==> config.mk <==
export PLATFORM = sky130hd
export DESIGN_NAME = decoder_sched
export DESIGN_NICKNAME = d
export VERILOG_FILES = /design/src/rtl/decoder_pkg.sv /design/src/rtl/decoder_rr_arb.sv /design/src/rtl/decoder_sched.sv
export SDC_FILE = /design/constraint.sdc
export NUM_CORES = 1
export LEC_CHECK = 0
export ABC_AREA = 1
export ABC_CLOCK_PERIOD_IN_PS = 3300
export CORE_MARGIN = 2
export CORE_UTILIZATION = 39
export CTS_CLUSTER_DIAMETER = 120
export CTS_CLUSTER_SIZE = 25
export DETAILED_ROUTE_END_ITERATION = 10
export GPL_TIMING_DRIVEN = 0
export PLACE_DENSITY = 0.83
export RECOVER_POWER = 50
export SYNTH_ARGS = -nofsm -noshare
export SYNTH_HDL_FRONTEND = slang
export SYNTH_SLANG_ARGS = --single-unit
==> constraint.sdc <==
create_clock -name clock -period 3.3 [get_ports clock]
set_input_delay 0.66 -clock clock [delete_from_list [all_inputs] [get_ports clock]]
set_output_delay 0.66 -clock clock [all_outputs]
set_load 0.05 [all_outputs]
==> src/rtl/decoder_pkg.sv <==
// Shared types and helpers for the decoder scheduler slice.
package decoder_pkg;

  localparam int CODE_W = 7;

  typedef enum logic [1:0] {
    IDLE = 2'd0,
    WAIT = 2'd1,
    RESP = 2'd2
  } state_e;

  // Pointer after grant g, wrapping at n; n need not be a power of two.
  function automatic int unsigned rr_next(input int unsigned g, input int unsigned n);
    return (g + 32'd1 >= n) ? 32'd0 : g + 32'd1;
  endfunction

endpackage

==> src/rtl/decoder_rr_arb.sv <==
// Combinational round-robin picker: first set request at or after rr_ptr, with wrap.
module decoder_rr_arb #(
  parameter int NUM_REQ = 4,
  parameter int ID_W    = $clog2(NUM_REQ)
) (
  input  logic [NUM_REQ-1:0] req,
  input  logic [ID_W-1:0]    rr_ptr,
  output logic [ID_W-1:0]    gnt,
  output logic               any_req
);

  int              idx;
  logic [ID_W-1:0] idx_w;

  // Scan offsets from farthest to nearest so the nearest set bit wins last.
  always_comb begin
    gnt     = '0;
    any_req = 1'b0;
    idx     = 0;
    idx_w   = '0;
    for (int k = NUM_REQ - 1; k >= 0; k--) begin
      idx   = (int'(rr_ptr) + k) % NUM_REQ;
      idx_w = ID_W'(idx);
      if (req[idx_w]) begin
        gnt     = idx_w;
        any_req = 1'b1;
      end
    end
  end

endmodule

==> src/rtl/decoder_sched.sv <==
// Round-robin scheduler sharing one combinational decoder between requesters.
module decoder_sched
  import decoder_pkg::*;
#(
  parameter int NUM_REQ = 4,
  parameter int ID_W    = $clog2(NUM_REQ),
  parameter int OUT_W   = 8,
  parameter int SETTLE  = 2
) (
  input  logic                           clock,
  input  logic                           reset,
  input  logic [NUM_REQ-1:0]             req_valid,
  input  logic [NUM_REQ-1:0][CODE_W-1:0] req_data,
  output logic [NUM_REQ-1:0]             req_ready,
  output logic [CODE_W-1:0]              dec_in,
  input  logic [OUT_W-1:0]               dec_out,
  output logic                           resp_valid,
  input  logic                           resp_ready,
  output logic [OUT_W-1:0]               resp_data,
  output logic [ID_W-1:0]                resp_id,
  output logic                           busy
);

  // Counter only needs to hold SETTLE-1.
  localparam int CNT_W = (SETTLE > 1) ? $clog2(SETTLE) : 1;

  state_e           state_q, state_d;
  logic [ID_W-1:0]  rr_ptr, gnt, gnt_q;
  logic             any_req;
  logic [CNT_W-1:0] cnt;

  decoder_rr_arb #(.NUM_REQ(NUM_REQ), .ID_W(ID_W)) u_arb (
    .req     (req_valid),
    .rr_ptr  (rr_ptr),
    .gnt     (gnt),
    .any_req (any_req)
  );

  // State register.
  always_ff @(posedge clock or posedge reset) begin
    if (reset) state_q <= IDLE;
    else       state_q <= state_d;
  end

  // Next state and accept strobe; ready is held low while reset is asserted.
  always_comb begin
    state_d   = state_q;
    req_ready = '0;
    case (state_q)
      IDLE: if (any_req && !reset) begin
        req_ready = NUM_REQ'(1) << gnt;
        state_d   = WAIT;
      end
      WAIT: if (cnt == '0) state_d = RESP;
      RESP: if (resp_ready) state_d = IDLE;
      default: state_d = IDLE;
    endcase
  end

  // Datapath: latch the granted code, count settle cycles, capture and hand off.
  always_ff @(posedge clock or posedge reset) begin
    if (reset) begin
      rr_ptr     <= '0;
      dec_in     <= '0;
      gnt_q      <= '0;
      cnt        <= '0;
      resp_valid <= 1'b0;
      resp_data  <= '0;
      resp_id    <= '0;
    end else begin
      case (state_q)
        IDLE: if (any_req) begin
          dec_in <= req_data[gnt];
          gnt_q  <= gnt;
          cnt    <= CNT_W'(SETTLE - 1);
        end
        WAIT: if (cnt != '0) begin
          cnt <= cnt - 1'b1;
        end else begin
          resp_data  <= dec_out;
          resp_id    <= gnt_q;
          resp_valid <= 1'b1;
        end
        RESP: if (resp_ready) begin
          resp_valid <= 1'b0;
          rr_ptr     <= ID_W'(rr_next(32'(gnt_q), NUM_REQ));
        end
        default: ;
      endcase
    end
  end

  assign busy = (state_q != IDLE);

endmodule

======== Yosys cells after proc, flatten, opt, wreduce, memory -nomap -nowiden ========
Index checks and enable logic that the tools add are counted.
Widths: inputs -> output; s select.
storage, ports and cells
  output and inout bits ................... 23
  flip-flop bits (word level) ............. 25
operators by class
  eq/ne operators ......................... 6
  add/subtract/negate cells ............... 5
  reductions and logical operators ........ 12
  bitwise operators ....................... 1
  mux-type cells .......................... 31
  shift-type cells ........................ 1
  magnitude comparators ................... 6
operators with widths
  operator             number
  $mux 2               8
  $lt 2x3->1 const B   5
  $bmux 7 s2           1
  $mux 1               12
  $bmux 1 s2           4
  $mux 4               2
  $ne 2x2->1 const B   4
  $reduce_and 2->1     4
  $mux 7               1
  $pmux 2 s3           1
  $reduce_and 3->1     2
  $reduce_bool 2->1    3
  $add 2x2->2 const B  2
  $pmux 1 s2           2
  $shl 1x2->4 const A  1
  $add 2x1->3 const B  1
  $ge 3x3->1 const B   1
  $add 2x1->2 const B  1
  $eq 2x1->1 const B   1
  $eq 2x2->1 const B   1
  $logic_not 2->1      1
  $logic_and 1x1->1    1
  $logic_not 1->1      1
  $not 1->1            1
  $sub 1x1->1 const B  1

======== Longest topological paths before layout ========
  depth in word-level cells ............... 10
  gate-level depth with buffers ........... 15
  depth with buffers taken out ............ 14

======== By module ========
Synthesis repeated with hierarchy kept, for this count alone.
second synthesis, totals
  cell total of the unflattened synthesis .. 229
  area, all modules ....................... 1571.5 um^2
modules (own cells, without submodules)
  module          area an instance (um^2)  instances  cells an instance  sequential area each (um^2)
  decoder_sched   1356.3                   1          185                625.6
  decoder_rr_arb  215.2                    1          44                 0.0

======== Worst setup path before layout ========
Ideal clock, no wire load.
  path type ............................... input to output
  start point ............................. in req_valid[3]
  end point ............................... out req_ready[2]
  stages on the path ...................... 13
  setup slack ............................. 0.474 ns
  arrival ................................. 2.166 ns
  cell sequence ........................... inv_1 -> nand2_1 -> nand3_1 -> nand2_1 -> inv_1 -> nand2_2 -> nand2_2 -> nand2_4 -> nand2_4 -> buf_8 -> inv_2 -> nand2_1 -> nor2_1
on the way
  longest elaborated chain between the ends .. 9
  elaborated cells on any way between the ends .. 20
  those cells by class .................... shift (1); mux (18); reduce/logical (1)
RTL lines
  what                                              line                                      text
  start: declaration                                decoder_sched.sv:12                       input logic [NUM_REQ-1:0] req_valid,
  $bmux 1 s2                                        decoder_rr_arb.sv:24                      if (req[idx_w]) begin
  $mux 1 (implied by the code)                      decoder_rr_arb.sv:24
  $mux 2 or $mux 1 (tied branches) (4 in series)    decoder_rr_arb.sv:24
  $shl 1x2->4 or $logic_and 1x1->1 (tied branches)  decoder_sched.sv:51, decoder_sched.sv:50
  $mux 4 *                                          decoder_sched.sv:50                       IDLE: if (any_req && !reset) begin
  $mux 4 *                                          decoder_sched.sv:49                       case (state_q)
  end: declaration                                  decoder_sched.sv:14                       output logic [NUM_REQ-1:0] req_ready,
Every way passes the cells marked *; elsewhere a longest branch is shown, timed or not. The select of a mux whose other input is x is not followed.

======== Worst setup path in the final report ========
Ends and elaborated chain as after synthesis.

==> metrics.yaml <==
cts.sink_count: 25
grt.total_usage_pct: 17.3
hp-class: "register to register"
num_antenna_cells: 0
numPortBuffers: 65
status: "finished, final reports clean"
die_width_um: 68.7
dpl.hpwl_um: 2910
synthCells: 224
switching_share_pct: 54.4
period_needed_ps: 3110
numCtsBuffers: 3
ys_seq_area_share_pct: 38.3
vias_per_cell: 4.60
end_kind: "primary output"
internal-power_mw: 1.31
wl_um: 3880
post-cts-setup-buffers: 0
dp_cells: 339
ios: 66
cts-htree-levels: 1
stdcell_count: 343
cap_violations: 0
cp.required_ps: 2640
fin_area_um2: 2400
slowest_stage: "clkdlybuf4s50_1"
initial_core_util_pct: 40.8
core_area_um2: 4000
placedInstanceArea_um2: 2340
switching_power_mw: 1.56
drive_gt1_share_pct: 17.1
syn_nets: 268
finalSetupViolations: 0
cts_tree: "yes"
antenna_found_initial: 0
peakVddDrop_mv: 0.663
clkLatencyLatePin_ps: 270
tightestPinTransition_ps: 561
drtAntennaViolNets: 0
worstPathCellList: "clkdlybuf4s50_1, inv_1, nand2_1, nand3_1, nand2_1, inv_1, nand2_2, nand2_2, nand2_4, nand2_4, buf_8, inv_2, nand2_1, nor2_1, buf_4"
rsz0062_at_grt: "false"
seq_power_share_pct: 19.1
final_nets: 338
yosys.area.top_type: "dfrtp_1"
powerDensity_nw_per_um2: 1200
hold_viol: 0
finalCritPeriodShare_pct: 94.1
criticalPathCategory: "primary input to primary output"
row_count: 23
cts_root_buf: "clkbuf_8"
grt_overflow: 0
worstPathMaxFanout: 10
fill_cells: 364
syn-mean-instance-area_um2: 7.28
drtPass1Iterations: 4
critPathMostFrequentCell: "nand2_1"
place_congestion: 0.902
synth_top_area_share_pct: 38.3
p_clk_share_pct: 6.2
cellLeakagePower_nw: 1.23
skew_ps: 8.50
syn-cell-area_um2: 1630
path_clk_slew_ps: 80
drtIter0Drc: 61
grt_pass1_vias: 1453
cts_buffer_depth: 2
ys_seq_elements: 25
fmax_ghz: 0.322
grt_max_degree: 27
cp-start-kind: "primary input"
via_count: 1579
fp.dieH_um: 68.7
slew-limit-headroom_pct: 62.5
synth_area_leaders: "dfrtp_1 (38%), nand2_1 (17%), nand3_1 (10%)"
synthToLayoutAreaGrowth_pct: 46.9
p_comb_share_pct: 74.6
synth.distinct_cells: 23
grt_first_pass_wirelength_um: 6240
finalMaxSlewViolations: 0
ctsHoldBuffers: 0
arrival_ps: 2450
drc: 0
ys_warn_count: 0
wire_per_inst_um: 11.3
max_stage_delay_ps: 480
dieArea_um2: 4720
## power by group through the flow
stage	logic (mW)	registers, mW	clock network (mW)
finish	2.14	0.549	0.178
global route	2.34	0.566	0.195
CTS	2.14	0.550	0.186
detailed placement	2.13	0.556	0
global placement	2.10	0.548	0
floorplan	1.20	0.926	0
## layout by cell type (no fill, tap or decap), types with 3 or more instances in the layout
cell type         n
buf_6             4
clkbuf_8          3
clkdlybuf4s50_1  59
dfrtp_1          25
inv_1            36
mux2_2            8
nand2_1          71
nand2_2          17
nand3_1          33
nor2_1            5
nor2_2            3
o21ai_0           6
## synth_stat cells
master	n
nand2_4	2
a21oi_1	1
o31ai_1	1
buf_4	1
buf_8	1
nor2_2	3
dfrtp_1	25
ha_1	1
a21boi_1	1
o21ai_0	6
clkbuf_1	1
nor2_1	5
nand2_1	72
nand2_2	16
nand3_4	1
inv_2	1
mux2_2	8
buf_2	1
nor3_2	2
inv_4	2
buf_6	3
nand3_1	33
inv_1	37
## repair_timing
action                     4_1_cts  5_1_grt
setup endpoints to repair        4        4
pin swaps                        0        0
resized for setup               14       16
## sequential cells by signal, summed over array words and instances (netlist names)
signal and count:
cnt 1, dec_in 7, gnt_q 2, resp_data 8
resp_id 2, resp_valid 1, rr_ptr 2, state_q 2
## path summary, 6_finish.rpt
check,depth (start not counted),endpoint,startpoint,slack (ps)
max reg2reg,14,dec_in[4]$_DFFE_PP0P_,rr_ptr[0]$_DFFE_PP0P_,1510
min,2,resp_valid$_DFFE_PP0P_,resp_valid$_DFFE_PP0P_,480
max,15,req_ready[2],req_valid[3],190
min in group asynchronous,2,resp_data[5]$_DFFE_PP0P_,reset,910
min reg2reg,2,resp_valid$_DFFE_PP0P_,resp_valid$_DFFE_PP0P_,480
max in group asynchronous,2,state_q[0]$_DFFE_PP0P_,reset,2060
## metrics by stage
| stage | hold slack, ps | power, mW | TNS, ps | util, % | worst slack, ps |
|---|---|---|---|---|---|
| final | 483 | 2.87 | 0 | 59.9 | 195 |
| after global routing | 517 | 3.10 | 0 | 59.9 | 21.8 |
| after CTS | 495 | 2.87 | 0 | 59.7 | 10.6 |
| after detailed placement | 474 | 2.69 | -1710 | 58.6 | -472 |
| after global placement | 455 | 2.65 | -1580 | 58.6 | -432 |
| after floorplan | 450 | 2.13 | 0 | - | 474 |
## critical path, delay by kind of cell
kind | cells | cell delay, ps
buffers and inverters | 6 | 1010
and+or+nand+nor | 9 | 770
## metal layers
layer	track usage, %	share of wire [%]	vias up
met1	21.9	45	716
met3	3.90	6.2	4
li1	-	-	823
met5	0	0	-
met4	4.50	0.95	0
met2	29.6	48	36
## final cells by class
type	count	area (um^2)	share of cell area, %
multi-input combinational	152	795	33.2
timing repair buffer	65	644	26.9
clock buffer	4	45.0	1.88
sequential	25	626	26.1
buffer	7	65.1	2.72
inverter	40	159	6.63
tap	50	62.6	2.61
## kinds of logic (layout without fill, tap and decap cells)
| family | Yosys count | in the layout | share of synthesized area, % |
|---|---|---|---|
| buffers and inverters | 47 | 116 | 13.5 |
| muxes | 8 | 8 | 5.52 |
| DFF | 25 | 25 | 38.3 |
| and+or+nand+nor | 134 | 134 | 38.8 |
| adders and majority gates | 1 | 1 | 0.767 |
| AOI/OAI and AO/OA | 9 | 9 | 3.07 |
Note: power is estimated with default switching activity, not from simulation.
